## src/rtl/seg7_pkg.sv

```systemverilog
// Shared glyph constants and pattern classification types for the 7-segment
// capture path and the display driver's self-test.
package seg7_pkg;

  localparam int SYNC_STAGES = 2;

  // Active-low gfedcba, bit0 = segment a.
  localparam logic [6:0] SEG_0     = 7'b1000000;
  localparam logic [6:0] SEG_1     = 7'b1111001;
  localparam logic [6:0] SEG_2     = 7'b0100100;
  localparam logic [6:0] SEG_3     = 7'b0110000;
  localparam logic [6:0] SEG_4     = 7'b0011001;
  localparam logic [6:0] SEG_5     = 7'b0010010;
  localparam logic [6:0] SEG_6     = 7'b0000010;
  localparam logic [6:0] SEG_7     = 7'b1111000;
  localparam logic [6:0] SEG_8     = 7'b0000000;
  localparam logic [6:0] SEG_9     = 7'b0010000;
  localparam logic [6:0] SEG_A     = 7'b0001000;
  localparam logic [6:0] SEG_B     = 7'b0000011;
  localparam logic [6:0] SEG_C     = 7'b1000110;
  localparam logic [6:0] SEG_D     = 7'b0100001;
  localparam logic [6:0] SEG_E     = 7'b0000110;
  localparam logic [6:0] SEG_F     = 7'b0001110;
  localparam logic [6:0] SEG_OVF   = 7'b0110110;
  localparam logic [6:0] SEG_BLANK = 7'b1111111;

  typedef enum logic [1:0] {
    KIND_HEX,
    KIND_OVF,
    KIND_BLANK,
    KIND_ERR
  } seg_kind_t;

endpackage

```

## src/rtl/seg7_pattern_decode.sv

```systemverilog
// Combinational classifier: active-low segment pattern to glyph kind and,
// for hex glyphs, the nibble it shows.
module seg7_pattern_decode
  import seg7_pkg::*;
(
  input  logic [6:0] pattern,
  output seg_kind_t  kind,
  output logic [3:0] nibble
);

  always_comb begin
    // NOTE: every output gets a default before the case so no path infers a latch.
    kind   = KIND_HEX;
    nibble = 4'h0;
    case (pattern)
      SEG_0:     nibble = 4'h0;
      SEG_1:     nibble = 4'h1;
      SEG_2:     nibble = 4'h2;
      SEG_3:     nibble = 4'h3;
      SEG_4:     nibble = 4'h4;
      SEG_5:     nibble = 4'h5;
      SEG_6:     nibble = 4'h6;
      SEG_7:     nibble = 4'h7;
      SEG_8:     nibble = 4'h8;
      SEG_9:     nibble = 4'h9;
      SEG_A:     nibble = 4'hA;
      SEG_B:     nibble = 4'hB;
      SEG_C:     nibble = 4'hC;
      SEG_D:     nibble = 4'hD;
      SEG_E:     nibble = 4'hE;
      SEG_F:     nibble = 4'hF;
      SEG_OVF:   kind   = KIND_OVF;
      SEG_BLANK: kind   = KIND_BLANK;
      default:   kind   = KIND_ERR;
    endcase
  end

endmodule

```

## src/rtl/seg7_capture.sv

```systemverilog
// Reads back a multiplexed common-anode display: synchronizes the pins, waits
// for a stable dwell on one anode, then decodes and latches that digit.
module seg7_capture
  import seg7_pkg::*;
#(
  parameter int NUM_DIGITS     = 4,
  parameter int STABLE_CYCLES  = 4,
  parameter int TIMEOUT_CYCLES = 65535
) (
  input  logic                    clk,
  input  logic                    rst,
  input  logic [6:0]              seg_in,
  input  logic [NUM_DIGITS-1:0]   anode_in,
  input  logic                    clear,
  output logic [4*NUM_DIGITS-1:0] digits,
  output logic [NUM_DIGITS-1:0]   digit_valid,
  output logic [NUM_DIGITS-1:0]   digit_ovf,
  output logic [NUM_DIGITS-1:0]   digit_err,
  output logic                    frame_done,
  output logic                    stale
);

  localparam int SW = NUM_DIGITS + 7;
  localparam int CW = $clog2(STABLE_CYCLES + 1);
  localparam int TW = $clog2(TIMEOUT_CYCLES + 1);

  logic [SW-1:0]         sync_q [SYNC_STAGES];
  logic [SW-1:0]         sample;
  logic [SW-1:0]         prev_q;
  logic [CW-1:0]         count_q;
  logic                  armed_q;
  logic                  active;
  logic                  same;
  logic                  commit;
  logic [NUM_DIGITS-1:0] sel;
  logic [NUM_DIGITS-1:0] seen_q;
  logic [NUM_DIGITS-1:0] seen_base;
  logic [TW-1:0]         tmo_q;
  seg_kind_t             kind;
  logic [3:0]            nibble;

  assign sample = sync_q[SYNC_STAGES-1];
  assign active = $onehot(~sample[SW-1:7]);
  assign same   = (sample == prev_q);
  // Counter can only be non-zero after a run of identical active samples, so
  // prev_q holds the dwell pattern whenever commit is asserted.
  assign commit = armed_q && (count_q == CW'(STABLE_CYCLES - 1));
  assign sel    = ~prev_q[SW-1:7];
  assign stale  = (tmo_q == TW'(TIMEOUT_CYCLES));

  seg7_pattern_decode u_decode (
    .pattern (prev_q[6:0]),
    .kind    (kind),
    .nibble  (nibble)
  );

  always_ff @(posedge clk) begin
    if (rst) begin
      // NOTE: sequential state uses non-blocking assignments only, so every
      // flop samples the pre-edge values regardless of statement order.
      for (int i = 0; i < SYNC_STAGES; i++) sync_q[i] <= '0;
      prev_q  <= '0;
      count_q <= '0;
      armed_q <= 1'b0;
    end else begin
      sync_q[0] <= {anode_in, seg_in};
      for (int i = 1; i < SYNC_STAGES; i++) sync_q[i] <= sync_q[i-1];
      prev_q <= sample;
      if (clear) begin
        count_q <= '0;
        armed_q <= 1'b0;
      end else if (!active || !same) begin
        count_q <= '0;
        armed_q <= 1'b1;
      end else begin
        if (count_q != CW'(STABLE_CYCLES)) count_q <= count_q + 1'b1;
        if (commit) armed_q <= 1'b0;
      end
    end
  end

  always_comb begin
    seen_base = seen_q;
    if (&seen_q) seen_base = '0;
  end

  always_ff @(posedge clk) begin
    if (rst || clear) begin
      digits      <= '0;
      digit_valid <= '0;
      digit_ovf   <= '0;
      digit_err   <= '0;
      frame_done  <= 1'b0;
      seen_q      <= '0;
      tmo_q       <= '0;
    end else begin
      frame_done <= &seen_q;
      seen_q     <= commit ? (seen_base | sel) : seen_base;
      if (commit) tmo_q <= '0;
      else if (!stale) tmo_q <= tmo_q + 1'b1;
      for (int i = 0; i < NUM_DIGITS; i++) begin
        if (commit && sel[i]) begin
          digit_valid[i] <= (kind == KIND_HEX) || (kind == KIND_OVF);
          digit_ovf[i]   <= (kind == KIND_OVF);
          digit_err[i]   <= (kind == KIND_ERR);
          if (kind == KIND_HEX) digits[4*i +: 4] <= nibble;
        end
      end
    end
  end

endmodule

```

## config.mk

```make
export PLATFORM = sky130hd
export DESIGN_NAME = seg7_capture
export DESIGN_NICKNAME = d
export VERILOG_FILES = /design/src/rtl/seg7_pkg.sv /design/src/rtl/seg7_pattern_decode.sv /design/src/rtl/seg7_capture.sv
export SDC_FILE = /design/constraint.sdc
export NUM_CORES = 1
export LEC_CHECK = 0
export CAP_MARGIN = 5
export CORE_ASPECT_RATIO = 1.2
export CORE_MARGIN = 2
export CORE_UTILIZATION = 43
export DETAILED_ROUTE_END_ITERATION = 12
export HOLD_SLACK_MARGIN = 0.15
export PLACE_DENSITY_LB_ADDON = 0.2
export SLEW_MARGIN = 5
export SYNTH_ARGS = -nofsm -noshare
export SYNTH_HDL_FRONTEND = slang
export SYNTH_SLANG_ARGS = --single-unit
```

## constraint.sdc

```tcl
create_clock -name clk -period 2.4 [get_ports clk]
set_input_delay 0.48 -clock clk [delete_from_list [all_inputs] [get_ports clk]]
set_output_delay 0.48 -clock clk [all_outputs]
set_load 0.03 [all_outputs]
```

==> results.py <==
metrics = {
    "placement": {
        "port_buffers": 43,
        "gp_congestion": 0.851,
        "dp_hpwl_um": 5770,
        "pre_cts_slack_ps": 168,
    },
    "layout": {
        "diodes": 0,
        "layout-drive-gt1-share_pct": 10.8,
        "syn2layout_area_growth_pct": 20.0,
        "nets": 488,
        "nFillCells": 803,
    },
    "critical_path": {
        "worstPathRequired_ps": 1920,
        "critical_path_depth": 4,
        "reg2regPathDepth": 9,
        "crit_fanout": 7,
        "cp.arrival_ps": 1790,
        "cp_top_family": "simple AND/OR/NAND/NOR gates",
        "worstPathCellList": "and4_1, nand2_1, nor4_4, buf_4",
        "cp_slowest_stage_delay_ps": 440,
        "worst-path-buf-inv": 1,
        "worst_setup_path_start_kind": "flip-flop",
        "endpoint_kind": "primary output",
        "path_class": "reg2out",
        "cp_slowest_cell": "dfxtp_1",
    },
    "floorplanning": {
        "design.core.area_um2": 8660,
        "row_count": 37,
        "dieWidth_um": 90.6,
        "start_util_pct": 44.7,
        "ios": 44,
        "die_y_um": 108,
        "die-area_um2": 9790,
    },
    "sta": {
        "hold_ws_ps": 438,
        "setup_viol": 0,
        "rsz0062_at_grt": "false",
        "hold_viol": 0,
        "relSlewSlack_pct": 59.1,
        "tightest_slew_ps": 613,
        "finalSetupTns_ps": 0,
        "period_needed_ps": 2270,
        "maxSlewViolCount": 0,
        "fin_skew_ps": 10.2,
        "worst_slack_ps": 131,
        "post-route-period-util_pct": 94.6,
        "max_freq_mhz": 441,
    },
    "power_and_ir_drop": {
        "p_sw_mw": 0.612,
        "p_leak_nw": 1.58,
        "pwr-share-comb_pct": 5.5,
        "intPower_mw": 2.17,
        "seq_power_share_pct": 52.9,
        "power.density_nw_per_um2": 599,
        "pwr-share-clk_pct": 41.6,
        "swShare_pct": 22.0,
        "max-vdd-ir-drop_mv": 0.357,
    },
    "synth": {
        "yosys.area_share.simple_pct": 25.7,
        "synth_async_sr_flop_share_pct": 0,
        "yosysTopAreaCell": "dfxtp_1",
        "muxShareOfSynthArea_pct": 0.517,
        "synth_seq_area_share_pct": 44.4,
        "synth_cells": 423,
        "netlist_top_cells_area": "dfxtp_1, nor2b_1, xnor2_1",
        "synth_area_um2": 3870,
        "synth_enable_flop_cells": 0,
        "synth_top_family_by_area": "simple AND/OR/NAND/NOR gates",
        "synth_flop_cell": "dfxtp_1",
        "yosys_warnings": 0,
        "synthAdderAreaFrac_pct": 2.45,
        "synth_xor_xnor_area_share_pct": 5.20,
        "synth-compound-area-share_pct": 16.7,
        "avgSynthCellArea_um2": 9.16,
        "synth_nets": 444,
        "ys_types": 61,
        "ys_top_cells_by_count": "dfxtp_1, nand2_1, nor2_1",
        "yosysMostFrequentCell": "dfxtp_1",
        "ys_ff_latch": 86,
        "synth_top_area_share_pct": 44.4,
    },
    "worst_hold_path": {
        "hp-class": "reg2reg",
        "min_path_cells": 1,
    },
    "clock_network": {
        "insertion_delay_ps": 350,
        "cts_inserted_buffers": 9,
        "clock-sinks": 86,
        "htree_num_levels": 3,
        "cts_resized": 0,
        "post-cts-setup-buffers": 0,
        "cts_tree": "built",
        "cts_buffer_depth": 2,
        "path_clk_slew_ps": 80,
        "root_buffer": "clkbuf_8",
        "cts_hold_buf": 0,
    },
    "global_route": {
        "gr-usage-met3_pct": 3.90,
        "grt_pass1_wl_um": 12800,
        "grt.overflow.total": 0,
        "global_route.usage.met1_pct": 20.6,
        "grt_usage_pct": 16.4,
        "antenna_found_initial": 0,
        "busiest_layer": "met2",
        "grt_util_met2_pct": 27.2,
        "grt_pass1_vias": 2716,
        "grt_max_degree": 26,
    },
    "detailed_routing": {
        "drcViolationCount": 0,
        "wl_per_cell_um": 13.5,
        "vias_per_cell": 5.31,
        "firstDrtPassIters": 4,
        "routed_wl_um": 7930,
        "drtIter0Drc": 281,
        "postRouteAntennaNets": 0,
        "dr_total_vias": 3129,
    },
    "outcome": {
        "status": "completed",
    },
    "run": {
        "cap_viol_max_count": 0,
    },
}
## through the flow
step | total power [mW] | std cells | util, % | instance area (µm²)
3_3_place_gp | 1.66 | 573 | 50.9 | 4410
4_1_cts | 2.82 | 589 | 53.6 | 4640
5_1_grt | 2.91 | 589 | 53.7 | 4650
2_1_floorplan | 1.62 | 423 | - | 3870
3_5_place_dp | 1.66 | 573 | 50.9 | 4410
6_report | 2.79 | 589 | 53.7 | 4650
## final cells by class
class                           instances  area, µm²  area share (%)
Clock inverter                          4       77.6            1.67
Tap cell                              117        146            3.15
Inverter                               10       37.5           0.808
Clock buffer                           12        155            3.34
Timing Repair Buffer                   58        541            11.6
Multi-Input combinational cell        302       1970            42.4
Sequential cell                        86       1720            37.0
## flip-flops by register name, summed over array words and instances (netlist names)
name         count
digits          16
digit_err        4
digit_valid      4
digit_ovf        4
tmo_q           16
seen_q           4
sync_q          22
frame_done       1
prev_q          11
armed_q          1
count_q          3
## cell usage in the layout (no fill, tap or decap), types with 2 or more instances in the layout
cell type        count
and3b_1              2
xor2_1               2
nor2b_1             33
o221a_2              2
nor3_1              17
and3_1               2
o21ai_0             11
nand2_1             48
nor2_1              34
or3_1                2
a31oi_1              8
nand3_1             14
a211oi_1             7
o21ai_1              2
mux2i_1              2
and4_1               6
ha_1                 6
nand4_1             10
buf_4               16
a21oi_1             21
o221a_4              6
nor4_1               2
bufinv_16            2
nor3b_1              2
xnor2_1             21
o22ai_1              4
dfxtp_1             86
nor2_2               2
clkbuf_8            11
clkdlybuf4s50_1     42
inv_1               10
a41o_1               2
o32ai_1              8
## worst register-to-register path, stage by stage, from the launching register on
cell and delay (ps):
dfxtp_1 350, fa_1 530, inv_1 40, ha_1 170, ha_1 270, nor2_1 100
nand3_1 80, nor4_1 340, nand2_1 150, a21oi_1 140
## path summary, 6_finish.rpt
path | start | to | slack, ps
worst max-delay path | tmo_q[3] | stale | 130
worst max register to register | sync_q[0][18] | count_q[2] | 190
worst min register to register | sync_q[0][4] | sync_q[0][15] | 440
worst min-delay path | sync_q[0][4] | sync_q[0][15] | 440
## cell families after synthesis
logic type | Yosys count
AND/OR/NAND/NOR | 188
buffers and inverters | 35
flip-flops | 86
XOR/XNOR | 23
multiplexers | 2
adder cells (fa/ha/maj) | 7
AO/OA/AOI/OAI | 82
## power groups by stage
stage	clock network (mW)	logic [mW]	registers, mW
after global placement	0	0.152	1.51
after detailed placement	0	0.155	1.51
after global routing	1.26	0.170	1.48
after CTS	1.19	0.155	1.47
final	1.16	0.153	1.47
after floorplan	0	0.122	1.49
## layer usage
metal | up-vias | wire length (µm)
li1 | 1585 | -
met2 | 76 | 3730
met3 | 9 | 346
met1 | 1459 | 3700
met5 | - | 0
met4 | 0 | 150
Note: power is estimated with default switching activity, not from simulation.
